## src/rtl/pulse_seq_pkg.sv

```systemverilog
// pulse_seq_pkg: shared FSM state type and default sizing for the pulse sequencer.
package pulse_seq_pkg;
    typedef enum logic [1:0] {IDLE, LOAD, COUNT, PULSE} state_e;
    localparam int DEF_TW        = 32;
    localparam int DEF_DEPTH     = 4;
    localparam int DEF_PULSE_LEN = 1;
endpackage

```

## src/rtl/pulse_seq_fifo.sv

```systemverilog
// pulse_seq_fifo: synchronous DEPTH x TW delay FIFO with occupancy count; caller guarantees no overflow/underflow.
module pulse_seq_fifo #(
    parameter int DEPTH = 4,
    parameter int TW    = 32
) (
    input  logic                     clk,
    input  logic                     rst,
    input  logic                     push,
    input  logic [TW-1:0]            wdata,
    input  logic                     pop,
    output logic [TW-1:0]            rdata,
    output logic [$clog2(DEPTH):0]   count
);
    localparam int AW = $clog2(DEPTH);
    logic [TW-1:0] mem_q [DEPTH];
    logic [AW-1:0] wptr_q, rptr_q;
    logic [AW:0]   count_q;
    always_ff @(posedge clk)
        if (push) mem_q[wptr_q] <= wdata;
    always_ff @(posedge clk or posedge rst)
        if (rst) begin
            wptr_q  <= '0;
            rptr_q  <= '0;
            count_q <= '0;
        end else begin
            if (push) wptr_q <= wptr_q + AW'(1);
            if (pop) rptr_q <= rptr_q + AW'(1);
            count_q <= count_q + {{AW{1'b0}}, push} - {{AW{1'b0}}, pop};
        end
    assign rdata = mem_q[rptr_q];
    assign count = count_q;
endmodule

```

## src/rtl/pulse_sequencer.sv

```systemverilog
// pulse_sequencer: plays queued delays as timed pulses (pulse D+2 cycles after each pop).
// Define PULSE_SEQ_LOOP_EN to add loop_en, which recirculates each popped delay to the FIFO tail.
module pulse_sequencer
    import pulse_seq_pkg::*;
#(
    parameter int DEPTH     = DEF_DEPTH,
    parameter int TW        = DEF_TW,
    parameter int PULSE_LEN = DEF_PULSE_LEN
) (
    input  logic                   clk,
    input  logic                   rst,
    input  logic [TW-1:0]          in_delay,
    input  logic                   in_valid,
    output logic                   in_ready,
    input  logic                   start,
    input  logic                   stop,
`ifdef PULSE_SEQ_LOOP_EN
    input  logic                   loop_en,
`endif
    output logic                   pulse_out,
    output logic                   busy,
    output logic                   done,
    output logic [$clog2(DEPTH):0] fifo_count
);
    localparam int CW = $clog2(DEPTH) + 1;
    state_e        state_q, state_d;
    logic [TW-1:0] cnt_q, cnt_d, head, push_data;
    logic          pulse_q, done_q, done_d, push, pop, loop_push, empty, space;
    assign empty = fifo_count == '0;
    assign space = fifo_count < CW'(DEPTH);
    assign busy  = state_q != IDLE;
    // A stop during LOAD cancels the pop so the queued delay survives the abort.
    assign pop   = state_q == LOAD && !stop;
`ifdef PULSE_SEQ_LOOP_EN
    assign loop_push = loop_en && pop;
    assign in_ready  = space && !(loop_en && busy);
`else
    assign loop_push = 1'b0;
    assign in_ready  = space;
`endif
    assign push      = (in_valid && in_ready) || loop_push;
    assign push_data = loop_push ? head : in_delay;
    pulse_seq_fifo #(.DEPTH(DEPTH), .TW(TW)) u_fifo (
        .clk   (clk),
        .rst   (rst),
        .push  (push),
        .wdata (push_data),
        .pop   (pop),
        .rdata (head),
        .count (fifo_count)
    );
    // The counter holds the delay in COUNT and the remaining pulse width in PULSE.
    always_comb begin
        state_d = state_q;
        cnt_d   = cnt_q;
        done_d  = 1'b0;
        if (stop) state_d = IDLE;
        else
            case (state_q)
                IDLE:  state_d = start && !empty ? LOAD : IDLE;
                LOAD: begin
                    state_d = COUNT;
                    cnt_d   = head;
                end
                COUNT: begin
                    state_d = cnt_q == '0 ? PULSE : COUNT;
                    cnt_d   = cnt_q == '0 ? TW'(PULSE_LEN - 1) : cnt_q - TW'(1);
                end
                PULSE: begin
                    state_d = cnt_q != '0 ? PULSE : empty ? IDLE : LOAD;
                    cnt_d   = cnt_q != '0 ? cnt_q - TW'(1) : cnt_q;
                    done_d  = cnt_q == '0 && empty;
                end
            endcase
    end
    always_ff @(posedge clk or posedge rst)
        if (rst) begin
            state_q <= IDLE;
            cnt_q   <= '0;
            pulse_q <= 1'b0;
            done_q  <= 1'b0;
        end else begin
            state_q <= state_d;
            cnt_q   <= cnt_d;
            pulse_q <= state_d == PULSE;
            done_q  <= done_d;
        end
    assign pulse_out = pulse_q;
    assign done      = done_q;
endmodule
```

## config.mk

```make
export PLATFORM = sky130hd
export DESIGN_NAME = pulse_sequencer
export DESIGN_NICKNAME = d
export VERILOG_FILES = /design/src/rtl/pulse_seq_pkg.sv /design/src/rtl/pulse_seq_fifo.sv /design/src/rtl/pulse_sequencer.sv
export SDC_FILE = /design/constraint.sdc
export NUM_CORES = 1
export LEC_CHECK = 0
export ABC_AREA = 1
export BUFFER_PORTS_ARGS = -buffer_cell sky130_fd_sc_hd__buf_2
export CAP_MARGIN = 10
export CORE_ASPECT_RATIO = 1.1
export CORE_UTILIZATION = 35
export DETAILED_ROUTE_END_ITERATION = 10
export GPL_ROUTABILITY_DRIVEN = 0
export PLACE_DENSITY_LB_ADDON = 0.1
export SYNTH_ARGS = -nofsm -noshare
export SYNTH_HDL_FRONTEND = slang
export SYNTH_SLANG_ARGS = --single-unit
export TNS_END_PERCENT = 10
```

## constraint.sdc

```tcl
create_clock -name clk -period 4.16 [get_ports clk]
set_input_delay 1.248 -clock clk [delete_from_list [all_inputs] [get_ports clk]]
set_output_delay 1.248 -clock clk [all_outputs]
set_load 0.01 [all_outputs]
```

==> results of run 1 <==
-- cell families after synthesis --
family | Yosys count | synth area share (%)
AND/OR/NAND/NOR | 442 | 23.6
flip-flops | 171 | 63.1
buffers and inverters | 85 | 4.46
AO/OA/AOI/OAI | 77 | 5.30
XOR/XNOR | 18 | 2.02
adder cells (fa/ha/maj) | 9 | 1.54
-- metrics by stage --
| stage | area [um^2] | cells | util, % |
|---|---|---|---|
| 2_1_floorplan | 7800 | 802 | - |
| 3_3_place_gp | 8300 | 1111 | 38.5 |
| 3_5_place_dp | 8300 | 1111 | 38.5 |
| 4_1_cts | 8870 | 1143 | 41.1 |
| 5_1_grt | 8870 | 1143 | 41.1 |
| 6_report | 8870 | 1143 | 41.1 |
-- sequential cells by signal, summed over array words and instances (netlist names) --
signal,cells
cnt_q,32
done,1
pulse_out,1
state_q,2
u_fifo.count,3
u_fifo.mem_q,128
u_fifo.rptr_q,2
u_fifo.wptr_q,2
-- routing by layer --
layer	vias to the layer above	share of wire, %
li1	2751	-
met1	2628	45
met2	110	49
met3	30	3.7
met4	0	2.4
met5	-	0
-- final cells by class --
class	instances	area (um^2)
Clock buffer	22	444
Clock inverter	10	120
Fill cell	2169	12700
Inverter	52	195
Multi-Input combinational cell	546	2540
Sequential cell	171	4920
Tap cell	290	363
Timing Repair Buffer	52	283
-- worst max-delay path by stage --
stage | startpoint | endpoint | slack [ns]
after floorplan | in_valid | u_fifo.mem_q[0][0] | 0.99
after global placement | stop | u_fifo.count[2] | 1.25
after detailed placement | stop | u_fifo.count[2] | 1.19
after CTS | state_q[1] | busy | 1.41
after global routing | state_q[1] | busy | 1.37
final | state_q[1] | busy | 1.44
-- power breakdown --
group	switching (mW)	leakage (nW)	internal, mW
combinational	1.43	1.59	0.657
clock	0.641	0.257	0.887
sequential	0.266	1.69	2.22
total	2.33	3.54	3.76
-- worst max-delay path, delay by kind of cell, from the launching register on --
kind,cells,cell delay [ns]
flops,1,0.54
simple gates,1,0.31
buf+inv,2,0.20
-- cells in the final DEF (no fill, tap or decap), drive strengths merged, types with 5 or more instances in the layout --
cell type,n
nand2,253
edfxtp,128
nor2,92
nand3,80
inv,53
buf,52
o21ai,45
dfrtp,43
clkbuf,22
a21oi,19
xor2,14
ha,8
nor3,6
nand4,5
o21bai,5
clkinvlp,5
==> results_dict.tcl, run 1 <==
set metrics [dict create \
    end_kind "output pin" \
    worst_hold_path.endpoint "cnt_q[1]" \
    start_kind "register" \
    skew_ns 0.00673 \
    grt_setup_unrepaired "no" \
    start_util_pct 36.1 \
    synth.most_common_cell "nand2_1" \
    crit_arrival_ns 1.47 \
    cts_buffer_depth 2 \
    worst_pin_slew_ns 0.808 \
    drt_first_pass_iters 5 \
    drc 0 \
    io_buffers 43 \
    rr_worst_depth 5 \
    ys_seq_elements 171 \
    dieArea_um2 22900 \
    synthTopCellsByCount "nand2_1 (249), edfxtp_1 (128), nor2_1 (86)" \
    post_cts_resized 0 \
    drt_iter0_drc 345 \
    netlist.area_leader.share_pct 49.3 \
    peakVddDrop_uv 286 \
    post-cts-setup-buffer-count 0 \
    grt_pass1_vias 5252 \
    cp_max_fo 10 \
    period_minus_slack_ns 2.72 \
    power.density_nw_per_um2 687 \
    fin_setup_tns_ns 0 \
    insertedDiodeCount 0 \
    synth_edf_count 128 \
    synth_nets 848 \
    dp_slack_ns 1.19 \
    grt_util_met3_pct 3.19 \
    met2_usage_pct 29.3 \
    numCtsBuffers 17 \
    hpwl_um 11700 \
    drv_slew 0 \
    insertion_delay_ns 0.42 \
    syn_area_per_cell_um2 9.72 \
    setup-violations-final 0 \
    worstPathRequired_ns 2.91 \
    grt-ovfl-total 0 \
    rr_startpoint "state_q[1]" \
    clockRootBuffer "clkbuf_16" \
    r2r-end "cnt_q[28]" \
    wirelength_um 18600 \
    rrSetupSlack_ns 1.76 \
    syn_to_final_growth_pct 13.7 \
    cts.htree.levels 4 \
    core_um2 21600 \
    vias 5519 \
    hold_class "reg -> reg" \
    netlist-cell-type-count 32 \
    worstPathCellList "nor2_1 -> inv_1 -> buf_2" \
    synth_top_cell_by_area "edfxtp_1" \
    max_cap_viol_count 0 \
    critPathKind "reg -> out" \
    top_usage_layer "met2" \
    final_antenna_net_count 0 \
    crit_slowest_cell "dfrtp_1" \
    holdPathStages 2 \
    antenna_found_initial 0 \
    grt_max_degree 71 \
    clk_pin_slew_ns 0.06 \
    syn-cell-area_um2 7800 \
    yosysWarnings 0 \
    status "finished clean" \
    postSynthCellCount 802 \
    fp.dieH_um 159 \
    die_x_um 144 \
    fin_crit_sh_pct 65.4 \
    timing_hold_violations_final 0 \
    nets 886 \
    grt_pass1_wl_um 29200 \
    critPathMaxStageDelay_ns 0.54 \
    cts_tree "built" \
    async_flop_share_pct 25.1 \
    wl_per_cell_um 16.3 \
    holdWs_ns 0.486 \
    hold_start "cnt_q[1]" \
    hold_buffers 0 \
    track_usage_pct 17.6 \
    yosysSeqAreaShare_pct 63.1 \
    viasPerCell 4.83 \
    io_pins 44 \
    fmax_mhz 368 \
    synth_area_leaders "edfxtp_1 (49%), dfrtp_1 (14%), nand2_1 (12%), nand3_1 (5.1%), nor2_1 (4.1%)" \
    fin_ws_ns 1.44 \
    rows 56 \
    ys.flop_type "edfxtp_1" \
    use_met1_pct 22.5 \
    cts_num_sinks 171 \
    drive_gt1_share_pct 11.5 \
    slew-limit-headroom_pct 46.1 \
    p_total_mw 6.09 \
    p_leak_nw 3.54 \
]
Power figures use the tool's default switching activity.
==> run 2: changes to the inputs <==
clock period = 2.2 ns   (was 4.16 ns; I/O delays follow)
==> run 2 against run 1 <==
Compared with the run above:
- clock skew about the same
- die area unchanged
- setup slack got worse by 1.3 ns
- via count increased by 2.3%
- worst hold slack got worse by 0.32 ns
- clock-buffer cell count decreased by 4
- total power increased by 95%
- clock power increased by 96%
- largest cell class unchanged
- sequential power increased by 89%
- utilization increased by 1.0 points
- critical path depth increased by 6
- register-to-register slack got worse by 1.6 ns
==> results_dict.tcl, run 2 (synthesized netlist as in run 1, its figures left out) <==
set metrics [dict create \
    fill_cells 2164 \
    crit_arrival_ns 2.35 \
    grt_pass1_wl_um 30500 \
    fmax_mhz 489 \
    dp.cells 1123 \
    status "finished clean" \
    skew_ns 0.00695 \
    worstPathRequired_ns 2.50 \
    clk_pin_slew_ns 0.07 \
    syn_to_final_growth_pct 16.6 \
    drv_slew 0 \
    cts_tree "built" \
    drc 0 \
    largest_reg_flops 128 \
    period_minus_slack_ns 2.05 \
    drt_first_pass_iters 5 \
    insertedDiodeCount 0 \
    drive_gt1_share_pct 13.2 \
    viasPerCell 4.89 \
    grt-ovfl-total 0 \
    io_buffers 43 \
    r2r-end "u_fifo.count[2]" \
    final_antenna_net_count 0 \
    end_kind "register" \
    finalNonFillerCells 1155 \
    hold_class "in -> async" \
    start_util_pct 36.1 \
    final_util_pct 42.1 \
    power.density_nw_per_um2 1300 \
    max_cap_viol_count 0 \
    vias 5648 \
    peakVddDrop_uv 587 \
    fin_crit_sh_pct 93.0 \
    cp_max_fo 4 \
    numCtsBuffers 17 \
    track_usage_pct 18.1 \
    top_usage_layer "met2" \
    rr_startpoint "state_q[0]" \
    timing_hold_violations_final 0 \
    grt_max_degree 47 \
    dp_slack_ns -0.170 \
    rrSetupSlack_ns 0.15 \
    antenna_found_initial 0 \
    wirelength_um 19200 \
    fp.dieH_um 159 \
    grt_util_met3_pct 2.89 \
    layout_common_cells "nand2_1 (249), edfxtp_1 (128), nor2_1 (80), nand3_1 (80), inv_1 (48)" \
    core_um2 21600 \
    start_kind "register" \
    io_pins 44 \
    drt_iter0_drc 367 \
    grt_pass1_vias 5654 \
    p_leak_nw 3.66 \
    rr_worst_depth 9 \
    final_common_cell "nand2_1" \
    cts_num_sinks 171 \
    fin_setup_tns_ns 0 \
    insertion_delay_ns 0.42 \
    hpwl_um 12100 \
    critPathKind "reg -> reg" \
    cts.htree.levels 4 \
    slew-limit-headroom_pct 52.4 \
    rows 56 \
    met2_usage_pct 31.5 \
    grt_setup_unrepaired "yes" \
    setup-violations-final 0 \
    fin_ws_ns 0.153 \
    nets 898 \
    p_total_mw 11.9 \
    cts_buffer_depth 2 \
    largest_register "u_fifo.mem_q" \
    die_x_um 144 \
    clockRootBuffer "clkbuf_16" \
    wl_per_cell_um 16.6 \
    dieArea_um2 22900 \
    use_met1_pct 22.8 \
    worst_pin_slew_ns 0.714 \
]
[run 2: worst max-delay path, cell delays in order (launching register included)]
cell     delay, ns
dfrtp_1       0.40
inv_1         0.12
nor3_1        0.22
ha_1          0.28
inv_1         0.06
ha_1          0.13
inv_1         0.05
fa_1          0.38
xnor2_1       0.15
xor2_1        0.14
[run 2: what timing repair did]
item | in CTS | in global routing
setup buffers | 0 | 0
hold buffers | 0 | 0
gates resized for setup | 0 | 5
endpoints found under the setup margin | 0 | 8
[run 2: final cells by class]
type                            instances  area (um^2)  share of cell area [%]
Multi-Input combinational cell        546         2540                    28.0
Clock inverter                         14          159                    1.75
Clock buffer                           18          429                    4.72
Tap cell                              290          363                    3.99
Sequential cell                       171         4920                    54.1
Inverter                               52          198                    2.17
Timing Repair Buffer                   64          477                    5.24
[run 2: worst max path at each step]
stage	startpoint	endpoint	slack, ns	cells after the start
finish	state_q[0]	u_fifo.count[2]	0.15	9
global route	cnt_q[0]	cnt_q[20]	-0.004	13
floorplan	in_valid	u_fifo.mem_q[0][0]	-0.38	2
detailed placement	stop	u_fifo.count[2]	-0.17	9
global placement	stop	u_fifo.count[2]	-0.1	9
CTS	state_q[1]	busy	0.06	4
[run 2: routing by layer]
metal | vias to the layer above | part of all wire [%]
met2 | 94 | 51
met1 | 2754 | 44
met5 | - | 0
li1 | 2777 | -
met4 | 0 | 1.8
met3 | 23 | 3.5
[run 2: through the flow]
step / cell area [um^2] / hold WS [ns]
2_1_floorplan: 7800 / 0.449
3_3_place_gp: 8490 / 0.464
3_5_place_dp: 8490 / 0.469
4_1_cts: 9080 / 0.158
5_1_grt: 9090 / 0.174
6_report: 9090 / 0.167
[run 2: power by group]
part / switching, mW / internal (mW)
Sequential: 0.503 / 4.18
Clock: 1.29 / 1.70
Combinational: 2.77 / 1.40
==> run 3: changes to the inputs <==
clock period = 2.41 ns   (was 2.2 ns; I/O delays follow)
==> run 3 against run 2 <==
Compared with the run above:
- worst hold slack gained 0.19 ns
- global-route usage is 0.15 points higher
- die area stayed put
- clock power decreased by 5%
- flip-flop and latch count unchanged
- via count shrank 0.57%
- sequential power down 9.0%
==> results_dict.tcl, run 3 (synthesized netlist as in run 1, its figures left out) <==
set metrics [dict create \
    largest_register "u_fifo.mem_q" \
    max_cap_viol_count 0 \
    start_kind "register" \
    cts.htree.levels 4 \
    worstPathRequired_ns 1.69 \
    numCtsBuffers 17 \
    fill_cells 2138 \
    cts_num_sinks 171 \
    critPathKind "reg -> out" \
    largest_reg_flops 128 \
    status "finished clean" \
    grt_setup_unrepaired "no" \
    syn_to_final_growth_pct 16.8 \
    slew-limit-headroom_pct 46.8 \
    skew_ns 0.0101 \
    p_seq_share_pct 39.1 \
    peakVddDrop_uv 582 \
    grt_pass1_vias 5663 \
    post_cts_resized 0 \
    rows 56 \
    post-cts-setup-buffer-count 0 \
    worst_pin_slew_ns 0.792 \
    p_sw_mw 4.18 \
    grt_pass1_wl_um 30600 \
    power.density_nw_per_um2 1200 \
    clkPwrFrac_pct 26.0 \
    track_usage_pct 18.2 \
    io_pins 44 \
    antenna_found_initial 0 \
    cp_max_fo 9 \
    pwr-share-comb_pct 34.9 \
    die_x_um 144 \
    grt_max_degree 47 \
    insertion_delay_ns 0.43 \
    drv_slew 0 \
    viasPerCell 4.86 \
    hold_class "in -> async" \
    timing_hold_violations_final 0 \
    final_util_pct 42.2 \
    regArea_um2 4920 \
    drive_gt1_share_pct 13.3 \
    drt_iter0_drc 362 \
    fin_crit_sh_pct 92.0 \
    crit_arrival_ns 1.49 \
    p_int_mw 6.75 \
    hold_buffers 0 \
    grt-ovfl-total 0 \
    insertedDiodeCount 0 \
    fin_setup_tns_ns 0 \
    rrSetupSlack_ns 0.37 \
    fp.dieH_um 159 \
    end_kind "output pin" \
    core_um2 21600 \
    start_util_pct 36.1 \
    wl_per_cell_um 16.5 \
    wirelength_um 19100 \
    p_sw_share_pct 38.2 \
    multi_input_area_um2 2540 \
    vias 5616 \
    p_leak_nw 3.67 \
    cts_tree "built" \
    dieArea_um2 22900 \
    setup-violations-final 0 \
    final_common_cell "nand2_1" \
    final_antenna_net_count 0 \
    clk_pin_slew_ns 0.06 \
    hpwl_um 12300 \
    cts_buffer_depth 2 \
    clockRootBuffer "clkbuf_16" \
    period_minus_slack_ns 2.22 \
    nets 899 \
    drt_first_pass_iters 5 \
    layout_common_cells "nand2_1 (249), edfxtp_1 (128), nor2_1 (82), nand3_1 (80), inv_1 (48)" \
    io_buffers 43 \
    fmax_mhz 451 \
    drc 0 \
]
run 3: cell count changes in the layout (fill, tap and decap cells not counted), moves of 2 or more:
cell | previous run | this run
clkinv_2 | 1 | 3
nor2_2 | 10 | 8
buf_4 | 12 | 14
nor2_1 | 80 | 82
clkinv_4 | 2 | 0
run 3: final cells by class:
class                           instances  share of cell area (%)
Sequential cell                       171                    54.0
Multi-Input combinational cell        546                    27.9
Timing Repair Buffer                   65                    5.28
Clock buffer                           17                    4.67
Tap cell                              290                    3.98
Inverter                               52                    2.14
Clock inverter                         15                    2.01
run 3: through the flow:
stage	total power, mW	cell area (um^2)	std cells	worst slack, ns	hold WS [ns]
final	10.9	9110	1156	0.192	0.356
after global routing	11.7	9110	1156	0.144	0.388
after CTS	11.0	9110	1156	0.193	0.361
after detailed placement	8.18	8500	1124	-0.0427	0.477
after global placement	8.09	8500	1124	0.0485	0.465
after floorplan	6.85	7800	802	-0.233	0.449
run 3: critical path: stages, from the launching register on:
cell and delay (ns):
dfrtp_1 0.41, buf_4 0.19, nor2_1 0.25, inv_1 0.07, buf_2 0.14
run 3: worst paths after layout:
kind / start / endpoint / depth (start not counted)
setup / recovery: state_q[1] / busy / 4
hold reg to reg: cnt_q[1] / cnt_q[1] / 2
max in group asynchronous: rst / done / 3
setup reg to reg: state_q[0] / u_fifo.count[2] / 9
hold / removal: rst / cnt_q[26] / 2
min in group clk: cnt_q[1] / cnt_q[1] / 2
run 3: metal layers:
layer  share of wire (%)  GRT usage, %
met5                   0             0
met2                  51          31.6
met1                  45          23.1
met3                 2.8          2.89
met4                 1.4          6.32
run 3: power by group through the flow:
stage               logic, mW  registers (mW)  clock network (mW)
global placement         3.79            4.31                   0
finish                   3.81            4.27                2.84
floorplan                2.64            4.21                   0
detailed placement       3.86            4.32                   0
global route             4.36            4.34                3.01
CTS                      3.87            4.27                2.90
